===== config.mk =====
export PLATFORM = sky130hd
export DESIGN_NAME = mem_word_adapter
export DESIGN_NICKNAME = d
export VERILOG_FILES = /design/src/rtl/mem_pkg.sv /design/src/rtl/mem_byte_ram.sv /design/src/rtl/mem_word_adapter.sv
export SDC_FILE = /design/constraint.sdc
export NUM_CORES = 1
export LEC_CHECK = 0
export CAP_MARGIN = 20
export CORE_UTILIZATION = 45
export DETAILED_ROUTE_END_ITERATION = 6
export DONT_BUFFER_PORTS = 1
export SYNTH_ARGS = -nofsm -noshare
export SYNTH_HDL_FRONTEND = slang
export SYNTH_SLANG_ARGS = --single-unit

===== constraint.sdc =====
create_clock -name clk -period 8.86 [get_ports clk]
set_input_delay 2.658 -clock clk [delete_from_list [all_inputs] [get_ports clk]]
set_output_delay 2.658 -clock clk [all_outputs]
set_load 0.05 [all_outputs]

===== src/rtl/mem_pkg.sv =====
// Shared types and helpers for the word-over-byte memory adapter.
// The byte-select helper is width-generic so the same function serves write lanes and read assembly.
package mem_pkg;

  typedef enum logic [2:0] {
    IDLE,
    WRITE,
    READ,
    READ_LAST,
    DONE
  } state_e;

  localparam int DEF_BYTE_W         = 8;
  localparam int DEF_BYTES_PER_WORD = 4;
  localparam int DEF_WORD_ADDR_W    = 4;
  localparam int SEL_MAX_W          = 1024;

  // Returns byte k of word (address order); callers cast the result down to their byte width.
  function automatic logic [SEL_MAX_W-1:0] byte_select(
    input logic [SEL_MAX_W-1:0] word,
    input int                   k,
    input bit                   big_endian,
    input int                   byte_w,
    input int                   n
  );
    int lane;
    lane = big_endian ? (n - 1 - k) : k;
    return word >> (lane * byte_w);
  endfunction

endpackage


===== src/rtl/mem_byte_ram.sv =====
// Single-port byte-wide synchronous RAM with registered read data.
// Read-during-write returns the previous contents; the array is never reset.
module mem_byte_ram #(
  parameter int BYTE_W = 8,
  parameter int DEPTH  = 64,
  parameter int ADDR_W = 6
) (
  input  logic              clk,
  input  logic              we,
  input  logic [ADDR_W-1:0] addr,
  input  logic [BYTE_W-1:0] din,
  output logic [BYTE_W-1:0] dout
);

  logic [BYTE_W-1:0] mem [DEPTH];

  always_ff @(posedge clk) begin
    if (we) begin
      mem[addr] <= din;
    end
    dout <= mem[addr];
  end

endmodule


===== src/rtl/mem_word_adapter.sv =====
// Word-wide command front end that serialises each write/read into one byte-wide
// RAM access per clock, with byte enables, selectable byte order and status pulses.
module mem_word_adapter
  import mem_pkg::*;
#(
  parameter int BYTE_W         = DEF_BYTE_W,
  parameter int BYTES_PER_WORD = DEF_BYTES_PER_WORD,
  parameter int WORD_ADDR_W    = DEF_WORD_ADDR_W,
  parameter bit BIG_ENDIAN     = 1'b0,
  localparam int WORD_W        = BYTE_W * BYTES_PER_WORD
) (
  input  logic                      clk,
  input  logic                      rst,
  input  logic                      wr,
  input  logic                      rd,
  input  logic [WORD_ADDR_W-1:0]    InAddr,
  input  logic [WORD_W-1:0]         InData,
  input  logic [BYTES_PER_WORD-1:0] be,
  output logic [WORD_W-1:0]         dataout,
  output logic [BYTE_W-1:0]         datain,
  output logic                      valid,
  output logic                      busy,
  output logic                      err
);

  localparam int CNT_W    = (BYTES_PER_WORD > 1) ? $clog2(BYTES_PER_WORD) : 1;
  localparam int BA_W     = WORD_ADDR_W + CNT_W;
  localparam int DEPTH    = (2 ** WORD_ADDR_W) * BYTES_PER_WORD;
  localparam logic [CNT_W-1:0] LAST_CNT = CNT_W'(BYTES_PER_WORD - 1);

  state_e                    state_q, state_d;
  logic [CNT_W-1:0]          count_q, count_d;
  logic                      wr_q, rd_q;
  logic                      wr_rise_q, rd_rise_q;
  logic                      valid_q, busy_q, err_q;
  logic                      err_d;
  logic [WORD_W-1:0]         dataout_q, dataout_d;

  logic [BA_W-1:0]           base_q, base_d;
  logic [WORD_W-1:0]         data_q, data_d;
  logic [BYTES_PER_WORD-1:0] be_q, be_d;
  logic [WORD_W-1:0]         asm_q, asm_d;
  logic [WORD_W-1:0]         asm_full;

  logic [BA_W-1:0]           ram_addr;
  logic                      ram_we;
  logic [BYTE_W-1:0]         wr_byte;
  logic [BYTE_W-1:0]         datain_w;
  logic [BYTE_W-1:0]         ram_dout;

  mem_byte_ram #(
    .BYTE_W (BYTE_W),
    .DEPTH  (DEPTH),
    .ADDR_W (BA_W)
  ) u_ram (
    .clk  (clk),
    .we   (ram_we),
    .addr (ram_addr),
    .din  (datain_w),
    .dout (ram_dout)
  );

  always_comb begin
    wr_byte  = BYTE_W'(byte_select(SEL_MAX_W'(data_q), int'(count_q), BIG_ENDIAN,
                                   BYTE_W, BYTES_PER_WORD));
    ram_addr = base_q + BA_W'(count_q);
    ram_we   = (state_q == WRITE) && be_q[count_q];
    datain_w = (state_q == WRITE) ? wr_byte : '0;
  end

  // Read bytes arrive one cycle after their address and shift in from the top.
  assign asm_full = {ram_dout, asm_q[WORD_W-1:BYTE_W]};

  always_comb begin
    state_d   = state_q;
    count_d   = count_q;
    base_d    = base_q;
    data_d    = data_q;
    be_d      = be_q;
    asm_d     = asm_q;
    dataout_d = dataout_q;
    err_d     = wr_rise_q | rd_rise_q;

    unique case (state_q)
      IDLE: begin
        err_d = wr_rise_q & rd_rise_q;
        if (wr_rise_q ^ rd_rise_q) begin
          state_d = wr_rise_q ? WRITE : READ;
          base_d  = BA_W'(InAddr) * BA_W'(BYTES_PER_WORD);
          data_d  = InData;
          be_d    = be;
          count_d = '0;
        end
      end
      WRITE: begin
        if (count_q == LAST_CNT) begin
          state_d = DONE;
        end else begin
          count_d = count_q + CNT_W'(1);
        end
      end
      READ: begin
        if (count_q != '0) begin
          asm_d = asm_full;
        end
        if (count_q == LAST_CNT) begin
          state_d = READ_LAST;
        end else begin
          count_d = count_q + CNT_W'(1);
        end
      end
      READ_LAST: begin
        asm_d = asm_full;
        for (int j = 0; j < BYTES_PER_WORD; j++) begin
          dataout_d[j*BYTE_W +: BYTE_W] = BYTE_W'(byte_select(SEL_MAX_W'(asm_full), j,
                                                              BIG_ENDIAN, BYTE_W,
                                                              BYTES_PER_WORD));
        end
        state_d = DONE;
      end
      DONE: begin
        state_d = IDLE;
      end
      default: begin
        state_d = IDLE;
      end
    endcase
  end

  always_ff @(posedge clk or posedge rst) begin
    if (rst) begin
      state_q   <= IDLE;
      count_q   <= '0;
      wr_q      <= 1'b0;
      rd_q      <= 1'b0;
      wr_rise_q <= 1'b0;
      rd_rise_q <= 1'b0;
      valid_q   <= 1'b0;
      busy_q    <= 1'b0;
      err_q     <= 1'b0;
      dataout_q <= '0;
    end else begin
      state_q   <= state_d;
      count_q   <= count_d;
      wr_q      <= wr;
      rd_q      <= rd;
      wr_rise_q <= wr & ~wr_q;
      rd_rise_q <= rd & ~rd_q;
      valid_q   <= (state_d == DONE);
      busy_q    <= (state_d != IDLE);
      err_q     <= err_d;
      dataout_q <= dataout_d;
    end
  end

  // Command payload and assembly register carry no control meaning, so they skip reset.
  always_ff @(posedge clk) begin
    base_q <= base_d;
    data_q <= data_d;
    be_q   <= be_d;
    asm_q  <= asm_d;
  end

  assign dataout = dataout_q;
  assign datain  = datain_w;
  assign valid   = valid_q;
  assign busy    = busy_q;
  assign err     = err_q;

endmodule

**Yosys cells after proc, flatten, opt, wreduce, memory -nomap -nowiden**

Memory sizes are Yosys's and may differ from the RTL's. A register that Yosys moved wholly into a read port is not among the register bits.
Cells that the tools add are included.

- Bitwise logic cells: 7
- Shift-type cells: 1
- Magnitude comparators: 1
- Add/sub/neg operators: 2
- Reduce and logical (&&, ||, !) cells: 10
- Mux-type cells: 16
- Equal/unequal tests: 8

Operators by type and width:

| operator | number |
|---|---|
| 32-bit one-hot mux with 2 select lines | 1 |
| 32-bit 2-to-1 mux | 1 |
| 32-bit by 5-bit >> shifter with 8-bit output | 1 |
| 3-bit one-hot mux with 4 select lines | 1 |
| 3-bit 2-to-1 mux | 3 |
| 8-bit 2-to-1 mux | 1 |
| 6-bit by 2-bit adder with 6-bit output | 1 |
| 3-bit by 2-bit == test with 1-bit output (second input constant) | 2 |
| 2-bit 2-to-1 mux | 3 |
| 2-bit != test (second input constant) | 3 |
| 2-bit nonzero test | 3 |
| 1-bit 2-to-1 mux | 4 |
| 2-bit one-hot mux with 2 select lines | 1 |
| 2-bit AND reduction | 2 |
| 1-bit bitwise AND | 3 |
| 3-bit by 1-bit == test with 1-bit output (second input constant) | 1 |
| 3-bit == test (second input constant) | 1 |
| 3-bit zero test | 1 |
| 2-bit by 3-bit < comparator with 1-bit output (second input constant) | 1 |
| 3-bit AND reduction | 1 |
| 3-bit nonzero test | 1 |
| 2-bit by 1-bit adder with 2-bit output (second input constant) | 1 |
| 1-bit binary-select mux with 2-bit select | 1 |
| 2-bit == test (second input constant) | 1 |
| 5 further kinds | 6 |

- RAM bits: 512
- Word-level logic and storage cells: 60
- Memories: 1
- Flip-flop bits (word level): 116
- Output and inout bits: 43

Memories:

| name | depth | width | read ports | clocked after Yosys merged registers in | write ports | line | text |
|---|---|---|---|---|---|---|---|
| u_ram.mem | 64 | 8 | 1 | 1 | 1 | mem_byte_ram.sv:15 | `logic [BYTE_W-1:0] mem [DEPTH];` |

**Depth between registers and ports, before layout**

- Word-level depth: 5
- Mapped depth: 9
- Gate-level depth less buffers: 5

**Hierarchy**

A second synthesis with hierarchy kept.

- Cells, all modules: 1371
- Area, all modules: 24424.7 um^2

Modules (own cells, without submodules):

| module | sequential area each (um^2) | cells each | times used | area each (um^2) |
|---|---|---|---|---|
| mem_byte_ram | 15534.9 | 1171 | 1 | 20449.6 |
| mem_word_adapter | 3022.9 | 200 | 1 | 3975.1 |

**Worst setup path after synthesis**

OpenSTA, ideal clock, no wires.

- Kind: register -> output
- From: register count_q[1]
- To: output datain[4]
- Arrival time: 3.703 ns
- Data required time: 6.202 ns
- Slack: 2.499 ns
- Buffers on the path: 4
- Stages on the path, launching flop included: 7
- Cell sequence: dfrtp_1 -> buf_2 -> buf_2 -> buf_2 -> buf_2 -> mux4_2 -> nor2b_1

- Longest elaborated chain between the ends: 2

RTL lines:

| what | line | text |
|---|---|---|
| start, declared | mem_word_adapter.sv:32 | `logic [CNT_W-1:0] count_q, count_d;` |
| start signal, assigned | mem_word_adapter.sv:144 | `count_q <= count_d;` |
| 32-bit by 5-bit >> shifter with 8-bit output | mem_pkg.sv:28 | `return word >> (lane * byte_w);` |
| 8-bit 2-to-1 mux | mem_word_adapter.sv:68 | `datain_w = (state_q == WRITE) ? wr_byte : '0;` |
| end, declared | mem_word_adapter.sv:20 | `output logic [BYTE_W-1:0] datain,` |

No other way between the ends.

**Final worst setup path**

- From: register count_q[0]
- To: output datain[2]

The elaborated chain is that of the path after synthesis.

==> insert_results.sql <==
INSERT INTO impl_metrics (metric_group, metric, value, unit) VALUES
('synth', 'synth_flop_cell', 'sky130_fd_sc_hd__edfxtp_1', ''),
('timing', 'grt_setup_unrepaired', 'false', ''),
('drt', 'route.detailed.wl_per_inst', '28.8', 'um'),
('cts', 'tritoncts', 'built', ''),
('setup_path', 'crit_type', 'flip-flop to output pin', ''),
('synth', 'flop_and_latch_count_out_of_synthesis', '628', ''),
('synth', 'ys_async_sr_fraction', '7.01', '%'),
('drt', 'antenna_violating_nets_remaining', '0', ''),
('synth', 'synth_warnings', '0', ''),
('cts', 'cts.hold.buffers_added', '0', ''),
('setup_path', 'r2r_setup_slack', '4.73', 'ns'),
('die', 'dieWidth', '233', 'um'),
('synth', 'yosys.cell_count.top_type', 'sky130_fd_sc_hd__edfxtp_1', ''),
('setup_path', 'endpoint_kind', 'output pin', ''),
('timing', 'setup_viol', '0', ''),
('pwr', 'total_switching_power', '3.00', 'mW'),
('cts', 'post_cts_resized', '0', ''),
('cts', 'clk_transition_reported_paths', '0.05', 'ns'),
('placement', 'routabilityCongestion', '0.849', ''),
('cts', 'cts-htree-levels', '3', ''),
('placement', 'placement.cell_area', '24800', 'um^2'),
('grt', 'all_layer_global_routing_usage', '22.6', '%'),
('layout', 'fin_nets', '1392', ''),
('cts', 'tritoncts.num_buffers', '66', ''),
('layout', 'post_route_cells_drive_above_1_share', '16.7', '%'),
('pwr', 'p_total', '8.93', 'mW'),
('synth', 'syn_area', '24000', 'um^2'),
('synth', 'netlist_top_cells_area', 'sky130_fd_sc_hd__edfxtp_1 72%, sky130_fd_sc_hd__dfrtp_1 4.6%, sky130_fd_sc_hd__mux4_2 4.3%', ''),
('die', 'std_cell_rows', '84', ''),
('grt', 'antenna_found_initial', '1', ''),
('cts', 'clock_tree.buffer_depth', '3', ''),
('timing', 'setup_total_negative_slack', '0', 'ns'),
('setup_path', 'worst_r2r_path_depth', '4', ''),
('die', 'design.die.area', '54300', 'um^2'),
('pwr', 'max_ir_drop_vdd', '235', 'uV'),
('drt', 'drtPass1Iterations', '5', ''),
('setup_path', 'worstPathCellList', 'buf_4 > mux4_2 > nor2b_4', ''),
('timing', 'post-route-period-util', '65.5', '%'),
('min_path', 'worstHoldStart', 'wr_q$_DFF_PP0_', ''),
('drt', 'detail_route.wirelength', '59900', 'um'),
('pwr', 'power.density_cell_area', '333', 'nW/um^2'),
('drt', 'post-route-drc-count', '0', ''),
('pwr', 'pwr-share-seq', '47.8', '%'),
('die', 'top_level_ports', '87', ''),
('grt', 'grt_start_max_net_pins', '126', ''),
('min_path', 'whs_endpoint', 'wr_rise_q$_DFF_PP0_', ''),
('synth', 'number_of_different_library_cells_in_the_post_synthesis_netlist', '52', ''),
('setup_path', 'timing.rr.start', 'count_q[1]$_DFFE_PP0P_', ''),
('timing', 'timing_max_transition_violations_final', '0', ''),
('pwr', 'internal-power', '5.93', 'mW'),
('setup_path', 'crit_required', '6.20', 'ns'),
('pwr', 'combinationalPowerShare', '23.3', '%'),
('die', 'starting_density_of_the_core', '45.6', '%'),
('die', 'placeableCoreArea', '52700', 'um^2'),
('setup_path', 'critPathMaxStageDelay', '0.93', 'ns'),
('timing', 'clock.fmax', '172', 'MHz'),
('drt', 'num_vias', '12900', ''),
('setup_path', 'cpMaxStageDelayCell', 'sky130_fd_sc_hd__dfrtp_4', ''),
('synth', 'synth-seq-area-share', '77.2', '%'),
('timing', 'final.setup_skew', '0.0245', 'ns'),
('cts', 'clkLatencyLatePin', '0.61', 'ns'),
('setup_path', 'cp_num_buf_inv', '1', ''),
('run_status', 'run_status', 'finished, final reports clean', ''),
('flow_run', 'maxcap_viol_count', '0', ''),
('setup_path', 'cpLargestDelayFamily', 'flip-flops', ''),
('layout', 'finalInstanceArea', '26800', 'um^2'),
('grt', 'gr-total-overflow', '0', ''),
('layout', 'diodes', '0', ''),
('layout', 'layout-area-overhead-vs-synth', '11.6', '%'),
('setup_path', 'worstPathMaxFanout', '44', ''),
('setup_path', 'r2r-end', 'u_ram.mem[26][0]$_DFFE_PP_', '');
-- state kept, by name (all words and copies together), names as in the netlist --
| name | flops |
|---|---|
| data_q | 32 |
| wr_rise_q | 1 |
| count_q | 2 |
| rd_q | 1 |
| be_q | 4 |
| rd_rise_q | 1 |
| dataout | 32 |
| u_ram.mem | 512 |
| valid | 1 |
| wr_q | 1 |
| busy | 1 |
| state_q | 3 |
| err | 1 |
| u_ram.dout | 8 |
| asm_q | 24 |
| base_q | 4 |
-- routing by layer --
metal	wire length [um]	up-vias	GRT usage (%)
li1	-	5454	-
met1	25600	6743	32.4
met2	28500	554	35.6
met3	4220	114	3.78
met4	1540	2	6.66
met5	13	-	0
-- worst reg2reg max path: cells and delay by family, from the launching register on --
kind                   cells  cell delay (ns)
flip-flops                 1             0.55
AND/OR/NAND/NOR            3             2.54
buffers and inverters      1             0.65
-- power by group through the flow --
stage	logic (mW)	clock network (mW)	registers, mW
after floorplan	1.37	0	4.24
after global placement	2.06	0	4.33
after detailed placement	2.09	0	4.33
after CTS	2.10	2.62	4.27
after global routing	2.21	2.73	4.30
final	2.08	2.59	4.26
-- area by class of cell --
type	instances	area (um^2)	share of cell area [%]
flip-flops and latches	628	18600	69.2
multi-input cells	613	5130	19.1
clock buffers	90	1820	6.80
well taps	688	861	3.21
repair buffers	26	208	0.775
clock inverters	28	193	0.719
inverters	9	33.8	0.126
-- cell families after synthesis --
family	count (synthesis)	share of synthesized area, %
multiplexers	140	8.45
XOR/XNOR	1	0.0365
adder cells (fa/ha/maj)	4	0.208
flip-flops	628	77.2
AO/OA/AOI/OAI	240	7.53
buffers and inverters	97	1.85
AND/OR/NAND/NOR	228	4.69
-- metrics by stage --
| step | instances | util [%] | worst slack [ns] |
|---|---|---|---|
| floorplan | 1338 | - | 2.50 |
| global placement | 1963 | 47.1 | 3.65 |
| detailed placement | 1963 | 47.1 | 3.61 |
| CTS | 2081 | 50.9 | 2.96 |
| global route | 2082 | 50.9 | 2.85 |
| finish | 2082 | 50.9 | 3.05 |
-- worst max path at each step --
stage,from,end,depth (start not counted)
after floorplan,count_q[1]$_DFFE_PP0P_,datain[4],6
after global placement,count_q[0]$_DFFE_PP0P_,datain[2],3
after detailed placement,count_q[0]$_DFFE_PP0P_,datain[2],3
after CTS,count_q[0]$_DFFE_PP0P_,datain[2],3
after global routing,count_q[0]$_DFFE_PP0P_,datain[2],3
final,count_q[0]$_DFFE_PP0P_,datain[2],3
-- placed cells by master (no fill, tap or decap), types with 11 or more instances in the layout --
| master | Yosys | layout |
|---|---|---|
| sky130_fd_sc_hd__mux4_2 | 46 | 46 |
| sky130_fd_sc_hd__nand2_1 | 42 | 42 |
| sky130_fd_sc_hd__and3_1 | 16 | 16 |
| sky130_fd_sc_hd__buf_4 | 7 | 25 |
| sky130_fd_sc_hd__a21oi_1 | 27 | 27 |
| sky130_fd_sc_hd__mux2_2 | 43 | 43 |
| sky130_fd_sc_hd__clkinv_1 | 0 | 11 |
| sky130_fd_sc_hd__clkbuf_1 | 34 | 17 |
| sky130_fd_sc_hd__mux2i_1 | 51 | 51 |
| sky130_fd_sc_hd__nor3_1 | 23 | 23 |
| sky130_fd_sc_hd__dfrtp_1 | 44 | 42 |
| sky130_fd_sc_hd__clkbuf_16 | 0 | 67 |
| sky130_fd_sc_hd__o22ai_1 | 32 | 32 |
| sky130_fd_sc_hd__a221oi_1 | 60 | 60 |
| sky130_fd_sc_hd__nor2b_4 | 0 | 12 |
| sky130_fd_sc_hd__edfxtp_1 | 576 | 576 |
| sky130_fd_sc_hd__nor2_1 | 75 | 74 |
| sky130_fd_sc_hd__a22oi_1 | 52 | 52 |
Power figures use the tool's default switching activity.
